**src/rtl/mcu_pkg.sv**
```systemverilog
// mcu_pkg: shared pipeline types and constants for the MCU core
package mcu_pkg;
  typedef enum logic [1:0] {START, FETCH, HOLD, DRAIN} fetch_state_e;
  localparam logic [31:0] NOP = 32'h0;
  localparam logic [31:0] PC_INC = 32'd4;
endpackage

```
**src/rtl/if_id_reg.sv**
```systemverilog
// if_id_reg: stage register with flush > stall > load priority; idle cycles leave a bubble
module if_id_reg
  import mcu_pkg::*;
(
  input  logic        clk,
  input  logic        reset,
  input  logic        flush,
  input  logic        stall,
  input  logic        load,
  input  logic [31:0] instr_in,
  input  logic [31:0] pc4_in,
  output logic [31:0] instr,
  output logic [31:0] pc_plus4,
  output logic        valid
);
  logic [31:0] instr_q, instr_d, pc4_q, pc4_d;
  logic        valid_q, valid_d;
  always_comb begin
    valid_d = flush ? 1'b0 : stall ? valid_q : load;
    instr_d = flush ? NOP : (stall || !load) ? instr_q : instr_in;
    pc4_d   = (flush || stall || !load) ? pc4_q : pc4_in;
  end
  always_ff @(posedge clk or negedge reset)
    if (!reset) begin
      instr_q <= NOP;
      pc4_q   <= '0;
      valid_q <= 1'b0;
    end else begin
      instr_q <= instr_d;
      pc4_q   <= pc4_d;
      valid_q <= valid_d;
    end
  assign instr    = instr_q;
  assign pc_plus4 = pc4_q;
  assign valid    = valid_q;
endmodule

```
**src/rtl/fetch_stage.sv**
```systemverilog
// fetch_stage: PC, single-outstanding imem fetch FSM, skid buffer and IF/ID register
module fetch_stage
  import mcu_pkg::*;
#(
  parameter logic [31:0] RESET_PC = 32'h0000_0000
) (
  input  logic        clk,
  input  logic        reset,
  output logic        imem_req,
  output logic [31:0] imem_addr,
  input  logic        imem_ready,
  input  logic [31:0] imem_rdata,
  input  logic        stall_d,
  input  logic        flush_d,
  input  logic        redirect,
  input  logic [31:0] redirect_pc,
  output logic [31:0] instr_d,
  output logic [31:0] pc_plus4_d,
  output logic        valid_d,
  output logic [31:0] pc_f
);
  fetch_state_e state_q, state_d;
  logic [31:0]  pc_q, pc_d, skid_instr_q, skid_instr_d, skid_pc4_q, skid_pc4_d;
  logic [31:0]  pending_q, pending_d, target, pc_inc, ld_instr, ld_pc4;
  logic         ld, kill;
  assign target = redirect_pc & ~32'h3;
  assign pc_inc = pc_q + PC_INC;
  always_ff @(posedge clk or negedge reset)
    if (!reset) begin
      state_q      <= START;
      pc_q         <= RESET_PC;
      skid_instr_q <= '0;
      skid_pc4_q   <= '0;
      pending_q    <= '0;
    end else begin
      state_q      <= state_d;
      pc_q         <= pc_d;
      skid_instr_q <= skid_instr_d;
      skid_pc4_q   <= skid_pc4_d;
      pending_q    <= pending_d;
    end
  always_comb begin
    state_d      = state_q;
    pc_d         = pc_q;
    skid_instr_d = skid_instr_q;
    skid_pc4_d   = skid_pc4_q;
    pending_d    = pending_q;
    case (state_q)
      START: state_d = FETCH;
      FETCH:
        if (redirect && imem_ready) pc_d = target;
        else if (redirect) begin
          pending_d = target;
          state_d   = DRAIN;
        end else if (imem_ready) begin
          pc_d = pc_inc;
          if (stall_d) begin
            skid_instr_d = imem_rdata;
            skid_pc4_d   = pc_inc;
            state_d      = HOLD;
          end
        end
      HOLD:
        if (redirect) begin
          pc_d    = target;
          state_d = FETCH;
        end else if (!stall_d) state_d = FETCH;
      DRAIN: begin
        if (redirect) pending_d = target;
        if (imem_ready) begin
          pc_d    = redirect ? target : pending_q;
          state_d = FETCH;
        end
      end
      default: state_d = START;
    endcase
  end
  // Fetch-side outputs come from registered state only
  always_comb begin
    imem_req  = (state_q == FETCH) || (state_q == DRAIN);
    imem_addr = pc_q;
    pc_f      = pc_q;
    ld        = !redirect && (((state_q == FETCH) && imem_ready) || (state_q == HOLD));
    kill      = flush_d || (redirect && !stall_d && (state_q != START));
    ld_instr  = (state_q == HOLD) ? skid_instr_q : imem_rdata;
    ld_pc4    = (state_q == HOLD) ? skid_pc4_q : pc_inc;
  end
  if_id_reg u_if_id (
    .clk      (clk),
    .reset    (reset),
    .flush    (kill),
    .stall    (stall_d),
    .load     (ld),
    .instr_in (ld_instr),
    .pc4_in   (ld_pc4),
    .instr    (instr_d),
    .pc_plus4 (pc_plus4_d),
    .valid    (valid_d)
  );
endmodule

```
**config.mk**
```make
export PLATFORM = sky130hd
export DESIGN_NAME = fetch_stage
export DESIGN_NICKNAME = d
export VERILOG_FILES = /design/src/rtl/mcu_pkg.sv /design/src/rtl/if_id_reg.sv /design/src/rtl/fetch_stage.sv
export SDC_FILE = /design/constraint.sdc
export NUM_CORES = 1
export LEC_CHECK = 0
export CAP_MARGIN = 20
export CORE_ASPECT_RATIO = 1.2
export CORE_MARGIN = 2
export CORE_UTILIZATION = 40
export DETAILED_ROUTE_END_ITERATION = 10
export PLACE_DENSITY = 0.68
export SETUP_SLACK_MARGIN = 0.02
export SYNTH_ARGS = -nofsm -noshare
export SYNTH_HDL_FRONTEND = slang
export SYNTH_SLANG_ARGS = --single-unit
```
**constraint.sdc**
```tcl
create_clock -name clk -period 2 [get_ports clk]
set_input_delay 0.3 -clock clk [delete_from_list [all_inputs] [get_ports clk]]
set_output_delay 0.3 -clock clk [all_outputs]
set_load 0.05 [all_outputs]
```
==> results.md, run 1 <==
- First-pass GRT wire length: between 30 and 40 mm
- Vias in the first global route: ~7000
- Final Hold Viols: 0
- Synth Net Count: approximately 960
- Final setup TNS: 0 ns
- Antenna violations before repair: 0
- CTS sink cnt: between 150 and 200
- Type of origin of the critical path: flop
- Crit path required time: roughly 1.7 ns
- Maximum vdd drop: 576 µV
- Reg2reg path depth: 5
- Layout cells sized above 1: between 20% and 30%
- CTS tree: done
- WP data arrival: approximately 1.6 ns
- Crit-path max FO: 2
- Hold Worst Slack: between 0.3 and 0.4 ns
- CP Buf/Inv Count: 1
- DRT iter0 DRCs: approximately 390
- CP Class: flop to primary output
- Pwr per Cell Area: about 1100 nW/µm²
- Largest net degree at the start of global routing: 55
- Num ports: 200
- # DRC: 0
- Cells after Synth: a little under 900
- Core box area: between 20000 and 25000 µm²
- Reg clk slew, reported paths: approximately 0.07 ns
- DP Cell Count: ~1400
- HP Class: input pin to asynchronous set/reset pin
- Routed len/inst: 16.9 µm
- Layout Cells excl Fill: ~1400
- Post-synth ARST share: 100%
- Slowest stage cell, crit path: clkdlybuf4s50_1
- Most frequent cell after synthesis: dfrtp_1
- Top delay family on crit path: buffers and inverters
- Fmax: 515 MHz
- Slew Viols, Final: 0
- Clk_skew: approximately 0.013 ns
- CP Capture Type: primary output
- Minimum clock period after layout: slightly below 2 ns
- Core Rows: between 60 and 70
- Latest clock arrival within the worst-skew pair: between 0.4 and 0.5 ns
- Endpoints failing setup: 0
- RePlAce Congestion: between 0.7 and 0.8
- Starting Density: about two fifths
- Largest area contributor in the netlist: dfrtp_1
- Layout area overhead: 35.6%
- Top post-synthesis cells by count: dfrtp_1 (195), nand2_1 (94), o21ai_0 (72)
- Tcrit/Tclk final: a little over nine tenths
- RSZ-0062 raised after global routing: true
- Port buffer count: between 150 and 200
- FF-to-FF End: imem_addr[31]
- Vias/cell: 5.21
- Die area: roughly 25000 µm²
- Clock Path Buffers: 2
- DR vias: ~7400
- Nets: 1172
- Yosys cell types: 50
- Cell Chain, Critical Path: clkdlybuf4s50_1
- Place WS: -0.212 ns
- Max_cap viols: 0
- Register area share after synthesis: between 50% and 60%
- Total power: around 14 mW
- Post-synth top flop: dfrtp_1
- Post-route ant nets: 0
- Worst-margin pin slew: about 0.56 ns
- Post-route setup slack: just under 0.06 ns
- Ys Warns: 0
- H-tree depth: 4
- Avg Synthesized Cell Area: ~11 µm²
- Rel. slew slack: between 60% and 70%
- Flop2flop setup slack: approximately 0.07 ns
- Top post-synthesis cells by area: dfrtp_1 (52%), mux2_2 (8.2%), o2bb2ai_1 (4.9%)
- Hpwl dp: 17.3 mm
- Status: completed
- TritonCTS Buffers: 17
- Die width: 144 µm
- Die Height: between 150 and 200 µm
- Reg2reg start: imem_addr[5]
- Mapped Area: ~9400 µm²
- Clock root cell: clkbuf_16
- Routed WL: 24.1 mm
- #FFs+latches synth: approximately 200
- Pre-Repair DR Iteration Count: 5
- Number of flops mapped to enable cells by yosys: 0
- GRT Overall Usage: 19.5%
- P_leak: roughly 5.5 nW
- CP max stage delay: about 0.86 ns
- Grt ovf: 0
- Top-area cell type share of the netlist area: between 50% and 60%
- # diodes: 0
==> logic make-up after synthesis <==
logic type	Yosys count	synth area share [%]
DFF	195	51.7
muxes	104	12.0
AOI/OAI and AO/OA	242	17.3
adders and majority gates	1	0.133
buffers and inverters	103	5.56
xor gates and xnor gates	28	2.60
and+or+nand+nor	214	10.8
==> power breakdown <==
| part | switching (mW) | internal, mW | total, mW |
|---|---|---|---|
| Clock | 1.55 | 1.90 | 3.45 |
| Sequential | 0.596 | 4.84 | 5.44 |
| Combinational | 3.39 | 1.95 | 5.35 |
==> routing by layer <==
metal | share of wire [%] | global-route usage [%]
met1 | 47 | 27.4
met2 | 47 | 31.7
met3 | 5.3 | 3.52
met4 | 1.1 | 4.35
met5 | 0 | 0
==> timing repair <==
item | CTS | global route
hold buffers | 1 | 0
setup buffers | 0 | 7
resized for setup | 51 | 13
setup endpoints to repair | 54 | 23
pin swaps | 1 | 7
endpoints found under the hold margin | 45 | 0
==> registers in the layout, summed over array words and instances (netlist names) <==
signal	flops
state_q	2
u_if_id.valid	1
pending_q	32
u_if_id.pc_plus4	32
skid_instr_q	32
imem_addr	32
skid_pc4_q	32
u_if_id.instr	32
==> layout by cell type (no fill, tap or decap), types with 8 or more instances in the layout <==
cell type / count
a21o_1: 8
a21oi_1: 49
a2bb2oi_1: 8
and3_1: 21
buf_12: 11
buf_4: 97
clkbuf_16: 17
clkdlybuf4s50_1: 127
dfrtp_1: 180
dfrtp_2: 14
dlygate4sd2_1: 47
inv_1: 11
mux2_2: 69
mux2i_1: 34
nand2_1: 91
nand3_1: 14
nor2_1: 39
o21ai_0: 69
o22a_1: 8
o2bb2a_1: 11
o2bb2ai_1: 53
xnor2_1: 15
xor2_1: 8
==> through the flow <==
stage	cell area, µm²	utilization [%]
floorplan	9520	-
global placement	12100	52.2
detailed placement	12100	52.2
CTS	12700	54.7
global route	12800	55.2
finish	12800	55.2
==> cell type report <==
class | instances | area [µm²]
multi-input cells | 589 | 4180
fillers | 2105 | 10400
well taps | 315 | 394
clock buffers | 19 | 443
repair buffers | 287 | 2690
flip-flops and latches | 195 | 4900
clock inverters | 13 | 149
inverters | 11 | 41.3
==> how the worst max path moves through the flow <==
stage,from,endpoint,depth (start not counted)
after floorplan,imem_addr[11],imem_addr[31],6
after global placement,imem_ready,u_if_id.pc_plus4[23],6
after detailed placement,imem_ready,u_if_id.pc_plus4[13],6
after CTS,imem_addr[9],pc_f[9],1
after global routing,imem_addr[5],imem_addr[31],5
final,u_if_id.valid,valid_d,1
Power figures use the tool's default switching activity.
==> inputs of run 2 (changes only) <==
- CTS_BUF_LIST: default -> sky130_fd_sc_hd__clkbuf_2
- PLACE_DENSITY: 0.68 -> 0.67
- SYNTH_HIERARCHICAL: default -> 1
==> run 2 against run 1 <==
  * Area after synthesis is 6.6% higher
  * The flow now finishes with violations (setup timing)
  * Worst setup slack lost 0.14 ns
  * Global-route usage increased by 1.1 points
  * Clock skew up 0.050 ns
  * First-iteration DRC count grew 15%
  * Fmax down 6.6%
==> results.md, run 2 <==
- Latest clock arrival within the worst-skew pair: between 0.7 and 0.8 ns
- Layout cells sized above 1: roughly 38%
- Reg clk slew, reported paths: 0.30 ns
- Commonest non-fill, non-tap cells in the layout: nand2_1 (246), dfrtp_1 (172), buf_4 (133), a21oi_1 (90), mux2_2 (67)
- Total power: 14.6 mW
- RSZ-0062 raised after global routing: true
- Mapped Area: 10100 µm²
- Status: complete, but fails checks
- Register area share after synthesis: 48.5%
- Minimum clock period after layout: just over 2 ns
- Hold Worst Slack: roughly 0.11 ns
- TritonCTS Buffers: 17
- H-tree depth: 4
- Avg Synthesized Cell Area: between 9 and 10 µm²
- Comb power frac: 47.1%
- Crit-path max FO: 4
- Worst-margin pin slew: 0.501 ns
- Clock Path Buffers: 2
- Cell-internal power: 8.42 mW
- Rel. slew slack: about two thirds
- Clk_skew: approximately 0.064 ns
- CTS tree: done
- Fmax: 481 MHz
- Layout area overhead: 36.5%
- Nets: about 1400
- Endpoints failing setup: 2
- # DRC: 0
- Pre-Repair DR Iteration Count: 5
- Failing checks: setup timing
- Max_cap viols: 0
- Vias/cell: around 5.1
- Crit path required time: between 2 and 3 ns
- Top post-synthesis cells by area: dfrtp_1 (49%), nand2_1 (9.2%), mux2_2 (7.5%)
- Core box area: roughly 25000 µm²
- Top-area cell type share of the netlist area: between 40% and 50%
- Vias in the first global route: around 8000
- Post-route ant nets: 0
- Post-synth top flop: dfrtp_1
- Die Height: between 150 and 200 µm
- Number of flops mapped to enable cells by yosys: 0
- First-pass GRT wire length: roughly 43 mm
- HP Class: input pin to asynchronous set/reset pin
- Synth Net Count: approximately 1100
- Antenna violations before repair: 1
- Grt ovf: 0
- CP Capture Type: flop
- Num ports: 200
- Starting Density: around 41%
- Yosys cell types: 67
- Type of origin of the critical path: flop
- Clock root cell: clkbuf_2
- Largest area contributor in the netlist: dfrtp_1
- RePlAce Congestion: 0.831
- Post-route setup slack: -0.0791 ns
- Pwr per Cell Area: approximately 1100 nW/µm²
- Final Util: between 50 and 60%
- NetSw: around 6.2 mW
- Cells after Synth: roughly 1000
- Commonest non-fill, non-tap cell in the layout: nand2_1
- Multi-input gate area: roughly 4900 µm²
- CTS sink cnt: 195
- DRT iter0 DRCs: around 440
- CP Class: flop to flop
- Core Rows: 63
- Final Hold Viols: 0
- Fill cells: around 2300
- Ys Warns: 6
- Port buffer count: roughly 200
- Tcrit/Tclk final: 104%
- Die area: about 26000 µm²
- Routed len/inst: between 15 and 20 µm
- P_leak: 6.26 nW
- Hpwl dp: a little under 20 mm
- Sequential cell area: between 4000 and 5000 µm²
- Routed WL: around 27 mm
- #FFs+latches synth: about 200
- WP data arrival: roughly 2.8 ns
- Clock power frac: between 10% and 20%
- Register share of total power: 37.8%
- Top post-synthesis cells by count: nand2_1 (247), dfrtp_1 (195), a21oi_1 (93)
- Maximum vdd drop: between 600 and 700 µV
- Die width: around 150 µm
- Slew Viols, Final: 0
- GRT Overall Usage: about 21%
- Sw frac: a little over two fifths
- Post-synth ARST share: 100%
- Most frequent cell after synthesis: nand2_1
- DR vias: around 8400
- Largest net degree at the start of global routing: 56
[run 2: changes by cell type in the layout (fill, tap and decap cells not counted), sizes merged, moves of 16 or more]
cell and delta:
mux2 +27, o2bb2ai -41, and3 -16, clkdlybuf4s50 -61
dlygate4sd2 -47, a21oi +43, nor2 +21, buf +155
o21ai -17, nand2 +154, mux2i -33
[run 2: worst paths after layout]
path | start | end | slack [ns] | cells after the start
worst max-delay path | imem_addr[8] | u_if_id/pc_plus4[27] | -0.08 | 6
max in group asynchronous | reset | imem_addr[20] | 1.61 | 3
min in group clk | imem_rdata[10] | u_if_id/instr[10] | 0.11 | 5
worst min register to register | skid_pc4_q[20] | skid_pc4_q[20] | 0.52 | 2
worst min-delay path | reset | skid_instr_q[30] | 0.11 | 3
worst max register to register | imem_addr[8] | u_if_id/pc_plus4[27] | -0.08 | 6
[run 2: kinds of logic after synthesis]
group / share of synthesized area (%)
AO/OA/AOI/OAI: 13.2
XOR/XNOR: 2.35
adder cells (fa/ha/maj): 0.124
buffers and inverters: 6.49
flip-flops: 48.5
multiplexers: 12.1
AND/OR/NAND/NOR: 17.3
[run 2: per-stage QoR]
stage          TNS (ns)  cells  setup WS [ns]  instance area (µm²)
6_report        -0.0810   1646        -0.0791                13700
3_3_place_gp     -17.57   1586         -0.301                13000
5_1_grt          -0.731   1646         -0.116                13700
2_1_floorplan     -1.20   1047         -0.299                10200
3_5_place_dp     -16.20   1586         -0.254                13000
4_1_cts          -0.248   1633        -0.0794                13500
[run 2: critical path, cell delays in order (launching register included)]
cell	delay, ns
dfrtp_2	0.51
nand3_4	0.09
or3_4	0.43
or4_4	0.48
xnor2_4	0.18
a21oi_2	0.07
mux2_4	0.25
[run 2: layout make-up]
type	instances	area share (%)
Sequential cell	195	35.8
Multi-Input combinational cell	733	35.7
Timing Repair Buffer	346	23.1
Tap cell	325	2.96
Clock inverter	15	1.43
Clock buffer	17	0.620
Inverter	14	0.383
Antenna cell	1	0.0182
[run 2: what timing repair did]
action / in CTS / in global routing
gates cloned: 0 / 1
gates resized for setup: 526 / 95
endpoints found under the setup margin: 138 / 94
pin swaps: 6 / 11
setup buffers: 13 / 11
hold buffers: 2 / 0
hold endpoints to repair: 195 / 0
[run 2: layer usage]
layer / vias up / track usage [%] / share of wire, %
met3: 25 / 3.42 / 4.1
met4: 0 / 5.91 / 1.5
li1: 4085 / - / -
met2: 211 / 35.0 / 50
met1: 4065 / 27.2 / 44
met5: - / 0 / 0
[run 2: power groups by stage]
| stage | clock network, mW | logic [mW] | registers, mW |
|---|---|---|---|
| global placement | 0 | 6.47 | 5.56 |
| detailed placement | 0 | 6.54 | 5.61 |
| CTS | 2.29 | 6.70 | 5.51 |
| floorplan | 0 | 2.76 | 7.14 |
| global route | 2.44 | 7.27 | 5.65 |
| finish | 2.20 | 6.88 | 5.53 |
